--- src/rtl/rgb_gray_world_awb.sv ---
// Gray-world auto white balance: per-frame channel sums feed a sequential divider
// in vertical blanking; a 3-stage datapath applies saturating R/B gains.
module rgb_gray_world_awb #(
    parameter int unsigned H_DISP = 640,
    parameter int unsigned V_DISP = 480,
    parameter int unsigned SUM_W  = 27,
    parameter int unsigned GAIN_W = 10
) (
    input  logic              clk,
    input  logic              rst_n,
    input  logic              RGB888_hsync,
    input  logic              RGB888_vsync,
    input  logic [23:0]       RGB888_data,
    input  logic              RGB888_de,
    input  logic              awb_en,
    output logic              AWB_hsync,
    output logic              AWB_vsync,
    output logic [23:0]       AWB_data,
    output logic              AWB_de,
    output logic [GAIN_W-1:0] gain_r,
    output logic [GAIN_W-1:0] gain_b,
    output logic              awb_busy
);
    localparam int unsigned FRAME_PIX = H_DISP * V_DISP;
    localparam int unsigned PROD_W    = 8 + GAIN_W;
    localparam int unsigned DQ_W      = SUM_W + 8;
    localparam int unsigned CNT_W     = $clog2(DQ_W);
    localparam logic [GAIN_W-1:0] UNITY    = GAIN_W'(256);
    localparam logic [GAIN_W-1:0] GAIN_MAX = '1;

    typedef enum logic [1:0] {IDLE, DIV_R, DIV_B, WAIT_COMMIT} state_t;

    function automatic logic [7:0] sat8(input logic [PROD_W-1:0] p);
        logic [PROD_W-1:0] q;
        q = p >> 8;
        return (q > PROD_W'(255)) ? 8'hFF : q[7:0];
    endfunction

    function automatic logic [GAIN_W-1:0] clamp_gain(input logic [DQ_W-1:0] q,
                                                     input logic [SUM_W-1:0] d);
        if (d == '0 || q > DQ_W'(GAIN_MAX))
            return GAIN_MAX;
        return q[GAIN_W-1:0];
    endfunction

    logic              s1_hs, s1_vs, s1_de, s2_hs, s2_vs, s2_de;
    logic [23:0]       s1_pix;
    logic [GAIN_W-1:0] s1_gr, s1_gb;
    logic [PROD_W-1:0] s2_pr, s2_pg, s2_pb;

    // Pixel datapath: S1 register/gain select, S2 multiply, S3 shift and saturate
    always_ff @(posedge clk or negedge rst_n) begin
        if (!rst_n) begin
            s1_hs <= 1'b0; s1_vs <= 1'b0; s1_de <= 1'b0;
            s2_hs <= 1'b0; s2_vs <= 1'b0; s2_de <= 1'b0;
            AWB_hsync <= 1'b0; AWB_vsync <= 1'b0; AWB_de <= 1'b0;
            s1_pix <= '0; s1_gr <= UNITY; s1_gb <= UNITY;
            s2_pr <= '0; s2_pg <= '0; s2_pb <= '0;
            AWB_data <= '0;
        end else begin
            s1_hs  <= RGB888_hsync;
            s1_vs  <= RGB888_vsync;
            s1_de  <= RGB888_de;
            s1_pix <= RGB888_de ? RGB888_data : '0;
            s1_gr  <= awb_en ? gain_r : UNITY;
            s1_gb  <= awb_en ? gain_b : UNITY;
            s2_hs  <= s1_hs;
            s2_vs  <= s1_vs;
            s2_de  <= s1_de;
            s2_pr  <= PROD_W'(s1_pix[23:16]) * PROD_W'(s1_gr);
            s2_pg  <= PROD_W'({s1_pix[15:8], 8'h00});
            s2_pb  <= PROD_W'(s1_pix[7:0]) * PROD_W'(s1_gb);
            AWB_hsync <= s2_hs;
            AWB_vsync <= s2_vs;
            AWB_de    <= s2_de;
            AWB_data  <= s2_de ? {sat8(s2_pr), sat8(s2_pg), sat8(s2_pb)} : '0;
        end
    end

    logic             vs_d, vs_rise, de_seen, frame_ok;
    logic [SUM_W-1:0] sum_r, sum_g, sum_b, pix_cnt;

    assign vs_rise  = RGB888_vsync & ~vs_d;
    assign frame_ok = (pix_cnt == SUM_W'(FRAME_PIX));

    // Frame statistics; a frame ends on the registered rising edge of vsync
    always_ff @(posedge clk or negedge rst_n) begin
        if (!rst_n) begin
            vs_d <= 1'b0; de_seen <= 1'b0;
            sum_r <= '0; sum_g <= '0; sum_b <= '0; pix_cnt <= '0;
        end else begin
            vs_d <= RGB888_vsync;
            if (vs_rise) begin
                de_seen <= 1'b0;
                sum_r <= '0; sum_g <= '0; sum_b <= '0; pix_cnt <= '0;
            end else if (RGB888_de) begin
                de_seen <= 1'b1;
                sum_r   <= sum_r + SUM_W'(RGB888_data[23:16]);
                sum_g   <= sum_g + SUM_W'(RGB888_data[15:8]);
                sum_b   <= sum_b + SUM_W'(RGB888_data[7:0]);
                pix_cnt <= pix_cnt + SUM_W'(1);
            end
        end
    end

    state_t            state;
    logic [SUM_W-1:0]  snap_g, snap_b, divisor, rem, rem_nx;
    logic [DQ_W-1:0]   dq, dq_nx;
    logic [SUM_W:0]    rem_sh;
    logic              div_ge, pend_valid;
    logic [CNT_W-1:0]  bit_cnt;
    logic [GAIN_W-1:0] pend_r, pend_b;

    // One restoring-division step: dq shifts the dividend out and the quotient in
    always_comb begin
        rem_sh = {rem, dq[DQ_W-1]};
        div_ge = (rem_sh >= {1'b0, divisor});
        rem_nx = div_ge ? SUM_W'(rem_sh - {1'b0, divisor}) : SUM_W'(rem_sh);
        dq_nx  = {dq[DQ_W-2:0], div_ge};
    end

    always_ff @(posedge clk or negedge rst_n) begin
        if (!rst_n) begin
            state <= IDLE; awb_busy <= 1'b0;
            gain_r <= UNITY; gain_b <= UNITY;
            pend_r <= UNITY; pend_b <= UNITY; pend_valid <= 1'b0;
            snap_g <= '0; snap_b <= '0; divisor <= '0;
            dq <= '0; rem <= '0; bit_cnt <= '0;
        end else if (vs_rise) begin
            // Frame boundary: commit held gains, abort any division, maybe restart
            if (pend_valid || state == WAIT_COMMIT) begin
                gain_r <= pend_r;
                gain_b <= pend_b;
            end
            pend_valid <= 1'b0;
            rem        <= '0;
            bit_cnt    <= '0;
            if (frame_ok) begin
                snap_g   <= sum_g;
                snap_b   <= sum_b;
                divisor  <= sum_r;
                dq       <= {sum_g, 8'h00};
                state    <= DIV_R;
                awb_busy <= 1'b1;
            end else begin
                state    <= IDLE;
                awb_busy <= 1'b0;
            end
        end else begin
            case (state)
                DIV_R, DIV_B: begin
                    rem     <= rem_nx;
                    dq      <= dq_nx;
                    bit_cnt <= bit_cnt + CNT_W'(1);
                    if (bit_cnt == CNT_W'(DQ_W - 1)) begin
                        rem     <= '0;
                        bit_cnt <= '0;
                        if (state == DIV_R) begin
                            pend_r  <= clamp_gain(dq_nx, divisor);
                            dq      <= {snap_g, 8'h00};
                            divisor <= snap_b;
                            state   <= DIV_B;
                        end else begin
                            pend_b   <= clamp_gain(dq_nx, divisor);
                            state    <= WAIT_COMMIT;
                            awb_busy <= 1'b0;
                        end
                    end
                end
                WAIT_COMMIT: begin
                    // Gains only move while the next frame has not started
                    if (de_seen || RGB888_de) begin
                        pend_valid <= 1'b1;
                    end else begin
                        gain_r <= pend_r;
                        gain_b <= pend_b;
                    end
                    state <= IDLE;
                end
                default: state <= IDLE;
            endcase
        end
    end
endmodule

--- config.mk ---
export PLATFORM = sky130hd
export DESIGN_NAME = rgb_gray_world_awb
export DESIGN_NICKNAME = d
export VERILOG_FILES = /design/src/rtl/rgb_gray_world_awb.sv
export SDC_FILE = /design/constraint.sdc
export NUM_CORES = 1
export LEC_CHECK = 0
export ABC_CLOCK_PERIOD_IN_PS = 14400
export BUFFER_PORTS_ARGS = -buffer_cell sky130_fd_sc_hd__buf_2
export CAP_MARGIN = 25
export CORE_MARGIN = 1.5
export CORE_UTILIZATION = 50
export DETAILED_ROUTE_END_ITERATION = 6
export GPL_TIMING_DRIVEN = 0
export PLACE_DENSITY = 0.75
export REMOVE_ABC_BUFFERS = 1
export SYNTH_ARGS = -nofsm -noshare
export SYNTH_HDL_FRONTEND = slang
export SYNTH_SLANG_ARGS = --single-unit
export TNS_END_PERCENT = 50
--- constraint.sdc ---
create_clock -name clk -period 14.4 [get_ports clk]
set_input_delay 1.44 -clock clk [delete_from_list [all_inputs] [get_ports clk]]
set_output_delay 1.44 -clock clk [all_outputs]
set_load 0.05 [all_outputs]
==> flow_summary_export.csv, run 1 <==
group,metric,value,unit
status,outcome,"completed",
setup_path,crit_top_cell,"fa_1",
floorplan,io_pins,78,
detailed_routing,routed_wl,50300,um
setup_path,worst-path-stages,16,
clocking,cts_root_buf,"clkbuf_16",
clocking,cts_made_buffers,43,
detailed_routing,num_vias,16790,
setup_path,worstPathRequired,14880,ps
detailed_routing,postRouteAntennaNets,0,
yosys,synth_async_sr_flop_share,100,%
floorplan,die_w,220,um
detailed_routing,detail_route.iter0.violations,1054,
global_route,antenna_found_initial,0,
timing,hold_viol,0,
placement,port-buffer-count,77,
detailed_routing,drcViolationCount,0,
yosys,netlist_area,0.0235,mm2
setup_path,critical_path_class,"register to register",
global_route,grtUsageTotal,21.6,%
clocking,htree_levels,2,
yosys,synthFlopType,"dfrtp_1",
timing,finalCriticalPeriod,4890,ps
clocking,cts_resized,0,
floorplan,rows,79,
finish,drive_gt1_share,11.2,%
yosys,synth_top_family_by_area,"simple AND/OR/NAND/NOR gates",
setup_path,cp_slowest_cell,"fa_1",
yosys,syn_inst,2338,
finish,area_delta_synth_final,11.8,%
timing,tightest_slew,1010,ps
setup_path,worst-path-buf-inv,2,
yosys,yosysUniqueCellTypes,64,
detailed_routing,wl_per_cell,16.6,um
clocking,path_clk_slew,60,ps
finish,antenna_cells,0,
yosys,yosys_warnings,0,
power_and_ir_drop,power,3130,uW
setup_path,r2r_setup_slack,9510,ps
detailed_routing,viasPerCell,5.53,
power_and_ir_drop,leakagePower,0.0127,uW
finish,layout.nets,2657,
setup_path,crit_path_end,"s2_pb[17]",
global_route,grt_overflow_total,0,
placement,gp_congestion,0.878,
setup_path,worst_setup_path_start_kind,"register",
clocking,clk_latency,570,ps
setup_path,timing.rr.end,"s2_pb[17]",
timing,max_freq,0.204,GHz
timing,setup-tns-final,0,ps
power_and_ir_drop,p_per_area,119,mW/mm2
clocking,cts_tree,"done",
timing,drv_slew,0,
yosys,yosys.area_share.simple,16.8,%
yosys,syn_area_per_cell,10.1,um2
floorplan,die_height,220,um
floorplan,start_util,50.7,%
yosys,synth-compound-area-share,9.73,%
global_route,grt_pass1_vias,17605,
setup_path,crit_start,"s1_pix[7]",
clocking,postCtsSetupRepairBufs,0,
yosys,seq_area_frac_synth,43.3,%
setup_path,cp_max_fo,10,
setup_path,end_kind,"register",
setup_path,slowest_delay,540,ps
floorplan,die_area,0.0484,mm2
timing,period_share,34.0,%
yosys,synth_fa_ha_area_share,15.2,%
timing,relSlewSlack,32.5,%
setup_path,r2r-start,"s1_pix[7]",
clocking,clock-sinks,407,
timing,skew,18.9,ps
job,max_cap_viol_count,0,
placement,dp.final_hpwl,35900,um
clocking,ctsHoldBuffers,0,
global_route,grt_pass1_wl,85300,um
yosys,synth_xor_area_share,4.46,%
power_and_ir_drop,ir_worst_vdd,0.0904,mV
timing,finalSetupViolations,0,
setup_path,path_cells,"and2_1 > fa_1 > fa_1 > fa_1 > inv_1 > fa_1 > inv_1 > ha_1 > nand3_1 > nand2_1 > a41o_1 > o41ai_2 > o2111a_1 > o21bai_1 > a21oi_1 > xnor2_1",
setup_path,cp.arrival,5370,ps
worst_hold_path,worstHoldPathType,"register to register",
timing,rsz0062_at_grt,"false",
yosys,synth_edf_count,0,
clocking,cts_buffer_depth,3,
setup_path,cp_top_family,"adder cells",
setup_path,reg2reg_depth,16,
global_route,grt_max_degree,129,
detailed_routing,drt_first_pass_iters,5,
floorplan,placeableCoreArea,0.0465,mm2
yosys,synth_mux_area_share,5.96,%
finish,fin_util,56.6,%
yosys,ys_ff_latch,407,
[registers in the layout (all words and copies together), names as in the netlist, 10 cells and up]
name / count
AWB_data: 24
s1_gb: 10
snap_g: 27
sum_g: 27
s1_gr: 10
s1_pix: 24
s2_pb: 10
gain_r: 10
pix_cnt: 27
rem: 27
dq: 35
divisor: 27
s2_pr: 10
pend_r: 10
pend_b: 10
gain_b: 10
snap_b: 27
sum_b: 27
sum_r: 27
[cells in the final DEF, fill, tap and decap left out, types with 17 or more instances in the layout]
master	n
dfrtp_1	401
nand2_1	205
inv_1	185
and2_1	183
nor2_1	157
a21oi_1	141
o21ai_0	131
ha_1	129
fa_1	98
xnor2_1	80
buf_2	76
mux2_2	74
nand3_1	64
mux2i_1	57
clkbuf_16	44
xor2_1	40
nor3_1	36
o21a_1	25
nor4_1	25
or3_1	24
nand4_1	21
and3_1	17
[worst register-to-register path, cell delays in order (launching register included)]
cell and delay, ps:
dfrtp_1 490, and2_1 230, fa_1 510, fa_1 520, fa_1 540, inv_1 50, fa_1 520, inv_1 40
ha_1 340, nand3_1 110, nand2_1 60, a41o_1 250, o41ai_2 390, o2111a_1 300, o21bai_1 110, a21oi_1 190
xnor2_1 140
[Yosys cell counts (8+ instances only)]
master	n	area share (%)
mux2_2	74	3.5
nand4_1	21	0.56
o21a_1	25	0.80
buf_2	8	0.17
a22o_1	9	0.33
nand2_1	205	3.3
clkbuf_1	70	1.1
nor2_1	158	2.5
o21bai_1	15	0.48
ha_1	129	6.9
a21o_1	15	0.48
or3_1	24	0.64
a32oi_1	10	0.37
and2_1	183	4.9
inv_1	185	2.9
nand3_1	64	1.4
a21oi_1	141	3.0
nor2b_1	15	0.40
and3_1	17	0.45
o21ai_0	131	2.8
o21ai_1	8	0.17
dfrtp_1	401	43
mux2i_1	57	2.4
xnor2_1	80	3.0
nor3_1	38	0.81
xor2_1	40	1.5
nor4_1	26	0.69
fa_1	98	8.3
[cell type report]
cell class | count | area, um2
clock buffers | 63 | 1290
clock inverters | 11 | 175
fillers | 3805 | 20100
inverters | 185 | 694
multi-input cells | 1657 | 12300
flip-flops and latches | 407 | 10200
well taps | 607 | 759
repair buffers | 106 | 865
[power breakdown]
| part | switching [uW] | internal (uW) | total (uW) |
|---|---|---|---|
| sequential | 96.7 | 1240 | 1340 |
| clock | 458 | 692 | 1150 |
| combinational | 381 | 260 | 641 |
[worst min path at each step]
stage / start / to / slack [ps] / cells past startpoint
floorplan: s2_hs / AWB_hsync / 330 / 0
global placement: s1_pix[14] / s2_pg[14] / 330 / 0
CTS: s1_pix[10] / s2_pg[10] / 340 / 0
finish: s1_pix[10] / s2_pg[10] / 340 / 0
global route: s1_pix[10] / s2_pg[10] / 350 / 0
detailed placement: s1_de / s2_de / 330 / 0
[cells by family (layout without fill, tap and decap cells)]
| group | count (synthesis) | count (layout) |
|---|---|---|
| buffers and inverters | 274 | 365 |
| DFF | 407 | 407 |
| muxes | 131 | 131 |
| and+or+nand+nor | 789 | 789 |
| AOI/OAI and AO/OA | 390 | 390 |
| adders and majority gates | 227 | 227 |
| xor gates and xnor gates | 120 | 120 |
[through the flow]
stage	area (um2)	setup slack [ps]	std cells	hold WS, ps
2_1_floorplan	23200	-1590	2249	331
3_3_place_gp	24300	-11290	2933	331
3_5_place_dp	24800	9500	2961	335
4_1_cts	26300	9470	3035	340
5_1_grt	26300	9190	3036	351
6_report	26300	9510	3036	336
[metal layers]
layer	GRT usage, %	vias to the layer above	part of all wire [%]
met5	0	-	0
met4	8.03	0	3.0
met3	2.61	87	3.7
met2	38.4	326	50
met1	26.9	8396	43
li1	-	7981	-
Power figures use the tool's default switching activity.
==> inputs of run 2 (changes only) <==
- ABC_CLOCK_PERIOD_IN_PS: 14400 -> 3960
- PLACE_DENSITY: 0.75 -> 0.78
- clock period: 14.4 -> 3.96 ns (I/O delays scaled with it)
==> flow_summary_export.csv, run 2 (same netlist as run 1, synthesis figures left out) <==
group,metric,value,unit
clocking,htree_levels,2,
setup_path,cp_top_family,"adder cells",
floorplan,die_area,0.0484,mm2
detailed_routing,met3_length,2310,um
clocking,cts_root_buf,"clkbuf_16",
power_and_ir_drop,leakagePower,0.0130,uW
setup_path,critical_path_class,"register to register",
placement,pre_cts_ws,-985,ps
setup_path,worst-path-buf-inv,4,
placement,port-buffer-count,77,
floorplan,start_util,50.7,%
finish,final_cell_area,0.0272,mm2
timing,drv_slew,0,
setup_path,slowest_delay,510,ps
placement,dpl_cell_area,0.0248,mm2
setup_path,crit_top_cell,"fa_1",
floorplan,placeableCoreArea,0.0465,mm2
floorplan,die_w,220,um
clocking,cts_buffer_depth,3,
finish,largest_reg_flops,35,
timing,fin_ws,-460,ps
worst_hold_path,worstHoldPathType,"input pin to register",
detailed_routing,viasPerCell,5.63,
setup_path,cp.arrival,4880,ps
detailed_routing,top_layer_used,"met4",
timing,rsz0062_at_grt,"true",
floorplan,io_pins,78,
detailed_routing,wl_per_cell,17.2,um
timing,max_freq,0.226,GHz
timing,setup-tns-final,-4190,ps
clocking,clock-sinks,407,
power_and_ir_drop,ir_worst_vdd,0.311,mV
placement,dp.final_hpwl,35900,um
setup_path,path_cells,"and2_4 > fa_1 > fa_1 > fa_1 > inv_2 > fa_1 > inv_2 > ha_4 > nand3_4 > nand2_2 > a41o_1 > o211a_1 > o21a_1 > buf_4 > buf_6 > nor2_4 > xnor2_2",
global_route,grt_pass1_vias,18129,
timing,skew,12.4,ps
detailed_routing,routed_wl,53300,um
setup_path,worstPathRequired,4420,ps
timing,hold_viol,0,
detailed_routing,met2_length,26900,um
status,outcome,"complete, but fails checks",
detailed_routing,drt_first_pass_iters,5,
job,max_cap_viol_count,0,
power_and_ir_drop,p_per_area,424,mW/mm2
finish,n_fill_cell,3603,
detailed_routing,wl_met1,22400,um
placement,placedCellCount,2959,
setup_path,end_kind,"register",
status,violations,"setup timing",
global_route,grt_pass1_wl,87800,um
finish,layout_commonest_cell,"dfrtp_1",
floorplan,die_height,220,um
timing,relSlewSlack,34.0,%
finish,fin_util,58.6,%
detailed_routing,drcViolationCount,0,
clocking,cts_made_buffers,42,
finish,regMostFlops,"dq",
floorplan,rows,79,
detailed_routing,postRouteAntennaNets,0,
clocking,path_clk_slew,60,ps
finish,drive_gt1_share,17.4,%
setup_path,worst_setup_path_start_kind,"register",
finish,layout.cells.non_filler,3102,
detailed_routing,num_vias,17470,
global_route,antenna_found_initial,1,
timing,finalSetupViolations,14,
timing,tightest_slew,988,ps
global_route,grtUsageTotal,22.3,%
setup_path,cp_max_fo,7,
setup_path,cp_slowest_cell,"fa_1",
finish,layout.nets,2720,
timing,period_share,112,%
clocking,cts_tree,"done",
placement,gp_congestion,0.877,
global_route,grt_overflow_total,0,
detailed_routing,detail_route.iter0.violations,1148,
clocking,clk_latency,550,ps
finish,final_cell_mix,"373 x dfrtp_1, 202 x nand2_1, 174 x inv_1",
timing,finalCriticalPeriod,4420,ps
finish,area_delta_synth_final,15.7,%
global_route,grt_max_degree,116,
==> run 2: final cells by class <==
class | count | area [um2] | share of cell area, %
timing repair buffer | 170 | 1400 | 5.14
inverter | 185 | 694 | 2.55
antenna | 1 | 2.50 | 0.00919
tap | 607 | 759 | 2.79
clock inverter | 15 | 283 | 1.04
clock buffer | 60 | 1200 | 4.41
sequential | 407 | 10200 | 37.6
multi-input combinational | 1657 | 12700 | 46.5
==> run 2: worst register-to-register path, delay by kind of cell, from the launching register on <==
family	cells	cell delay, ps
fa+ha+maj	5	2250
compound gates	3	710
flops	1	450
simple gates	4	420
buf+inv	4	360
xor+xnor	1	130
==> run 2: timing repair <==
action / in CTS / in global routing
gates cloned: 0 / 0
hold buffers: 3 / 0
setup endpoints to repair: 17 / 18
endpoints found under the hold margin: 78 / 0
resized for setup: 105 / 25
buffers inserted: 51 / 11
pin swaps: 72 / 30
==> run 2: worst paths after layout <==
check | startpoint | endpoint | slack (ps) | cells past startpoint
setup / recovery | s1_gr[6] | s2_pr[14] | -460 | 17
hold / removal | RGB888_data[15] | s1_pix[15] | 90 | 2
setup reg to reg | s1_gr[6] | s2_pr[14] | -460 | 17
hold reg to reg | s1_de | s2_de | 340 | 0
max in group asynchronous | rst_n | rem[22] | 2090 | 4
min in group asynchronous | rst_n | s2_pb[9] | 440 | 2
==> run 2: where the power goes <==
part           leakage [uW]  total, uW  internal, uW  switching, uW
combinational       0.00686       2430          1000           1430
sequential          0.00545       4860          4520            345
clock              0.000728       4260          2630           1630
total                0.0130      11600          8150           3400
==> run 2: through the flow <==
stage          hold WS, ps  total power, uW
6_report              88.0            11600
5_1_grt               79.7            12100
4_1_cts               70.8            11600
3_5_place_dp           335             7200
3_3_place_gp           332             7060
2_1_floorplan          100             6510
==> run 2: layer usage <==
metal | up-vias | track usage [%]
met1 | 8754 | 27.8
met4 | 0 | 8.66
met3 | 133 | 2.88
li1 | 8122 | -
met2 | 461 | 39.2
met5 | - | 0
==> inputs of run 3 (changes only) <==
- GPL_TIMING_DRIVEN: 0 -> unset
==> flow_summary_export.csv, run 3 (same netlist as run 1, synthesis figures left out) <==
group,metric,value,unit
status,outcome,"complete, but fails checks",
status,violations,"hold timing, setup timing",
floorplan,rows,79,
timing,setup-tns-final,-4240,ps
floorplan,die_w,220,um
finish,final_cell_mix,"394 x dfrtp_1, 203 x nand2_1, 174 x inv_1",
timing,period_share,112,%
finish,layout.nets,2750,
setup_path,worstPathRequired,4430,ps
timing,relSlewSlack,29.6,%
setup_path,crit_top_cell,"fa_1",
power_and_ir_drop,p_per_area,423,mW/mm2
timing,fin_ws,-474,ps
placement,port-buffer-count,77,
timing,hold_ws,-23.3,ps
clocking,path_clk_slew,70,ps
finish,area_delta_synth_final,15.7,%
detailed_routing,num_vias,17531,
timing,rsz0062_at_grt,"true",
timing,drv_slew,0,
setup_path,cp.arrival,4910,ps
finish,drive_gt1_share,17.7,%
timing,tightest_slew,1060,ps
job,max_cap_viol_count,0,
detailed_routing,postRouteAntennaNets,0,
power_and_ir_drop,power,11500,uW
floorplan,start_util,50.7,%
timing,skew,16.5,ps
detailed_routing,detail_route.iter0.violations,1182,
detailed_routing,drt_first_pass_iters,5,
clocking,cts_root_buf,"clkbuf_16",
power_and_ir_drop,ir_worst_vdd,0.358,mV
detailed_routing,routed_wl,54900,um
timing,finalSetupViolations,13,
setup_path,end_kind,"register",
global_route,grtUsageTotal,22.5,%
detailed_routing,viasPerCell,5.60,
floorplan,placeableCoreArea,0.0465,mm2
finish,largest_reg_flops,35,
setup_path,slowest_delay,540,ps
floorplan,die_area,0.0484,mm2
timing,max_freq,0.226,GHz
global_route,grt_pass1_vias,17900,
setup_path,path_cells,"buf_6 > buf_6 > and2_4 > fa_1 > fa_1 > fa_1 > inv_1 > fa_1 > inv_2 > ha_4 > nor3_1 > nor2_1 > o41ai_4 > o2111a_1 > o21bai_1 > buf_4 > xor2_1",
placement,dp.final_hpwl,37300,um
detailed_routing,wl_per_cell,17.5,um
timing,finalCriticalPeriod,4430,ps
finish,layout_commonest_cell,"dfrtp_1",
detailed_routing,drcViolationCount,0,
placement,gp_congestion,0.883,
clocking,cts_buffer_depth,3,
setup_path,cp_max_fo,4,
clocking,cts_made_buffers,42,
global_route,grt_max_degree,194,
floorplan,io_pins,78,
finish,antenna_cells,0,
setup_path,r2r-start,"s1_pix[7]",
clocking,cts_tree,"done",
global_route,grt_pass1_wl,88400,um
worst_hold_path,worstHoldPathType,"input pin to async pin",
clocking,htree_levels,2,
setup_path,crit_start,"s1_pix[7]",
timing,hold_viol,9,
clocking,clk_latency,560,ps
finish,n_fill_cell,3677,
finish,regMostFlops,"dq",
global_route,grt_overflow_total,0,
clocking,clock-sinks,407,
floorplan,die_height,220,um
global_route,antenna_found_initial,0,
power_and_ir_drop,leakagePower,0.0131,uW
setup_path,worst_setup_path_start_kind,"register",
setup_path,cp_slowest_cell,"fa_1",
setup_path,critical_path_class,"register to register",
run 3: through the flow:
stage / util, % / instance area [um2] / cells / setup WS, ps
floorplan: - / 23200 / 2249 / -11140
detailed placement: 54.0 / 25100 / 3023 / -773
global route: 58.6 / 27200 / 3133 / -609
CTS: 58.1 / 27000 / 3123 / -558
finish: 58.6 / 27200 / 3133 / -474
global placement: 54.0 / 25100 / 3023 / -659
run 3: final cells by class:
class	count	area, um2	share of cell area [%]
multi-input cells	1657	12700	46.5
inverters	185	694	2.55
clock inverters	15	224	0.822
well taps	607	759	2.79
repair buffers	200	1460	5.35
flip-flops and latches	407	10200	37.4
clock buffers	62	1250	4.58
run 3: path summary, 6_finish.rpt:
path	endpoint	cells after the start	slack, ps
worst max-delay path	s2_pb[16]	17	-470
worst min-delay path	s2_pb[8]	1	-20
worst max register to register	s2_pb[16]	17	-470
worst min register to register	s2_de	0	350
max in group asynchronous	snap_b[0]	2	2850
min in group clk	s1_pix[14]	2	70
run 3: what timing repair did:
action	4_1_cts	5_1_grt
endpoints found under the setup margin	16	17
pin swaps	72	24
hold buffers	2	0
setup buffers	21	10
gates resized for setup	70	37
endpoints found under the hold margin	2	0
run 3: routing by layer:
layer  share of wire [%]  track usage, %
met5                   0               0
met2                  52            40.4
met3                 4.1            2.77
met1                  41            28.0
met4                 2.8            7.57
run 3: worst max-delay path: cells and delay by family (launching register included):
family	cells	cell delay, ps
xor+xnor	1	140
compound gates	3	570
buf+inv	5	500
simple gates	3	350
flops	1	440
fa+ha+maj	5	2330
run 3: power by group:
group / switching [uW] / internal, uW
combinational: 1450 / 1030
clock: 1680 / 2520
sequential: 337 / 4510
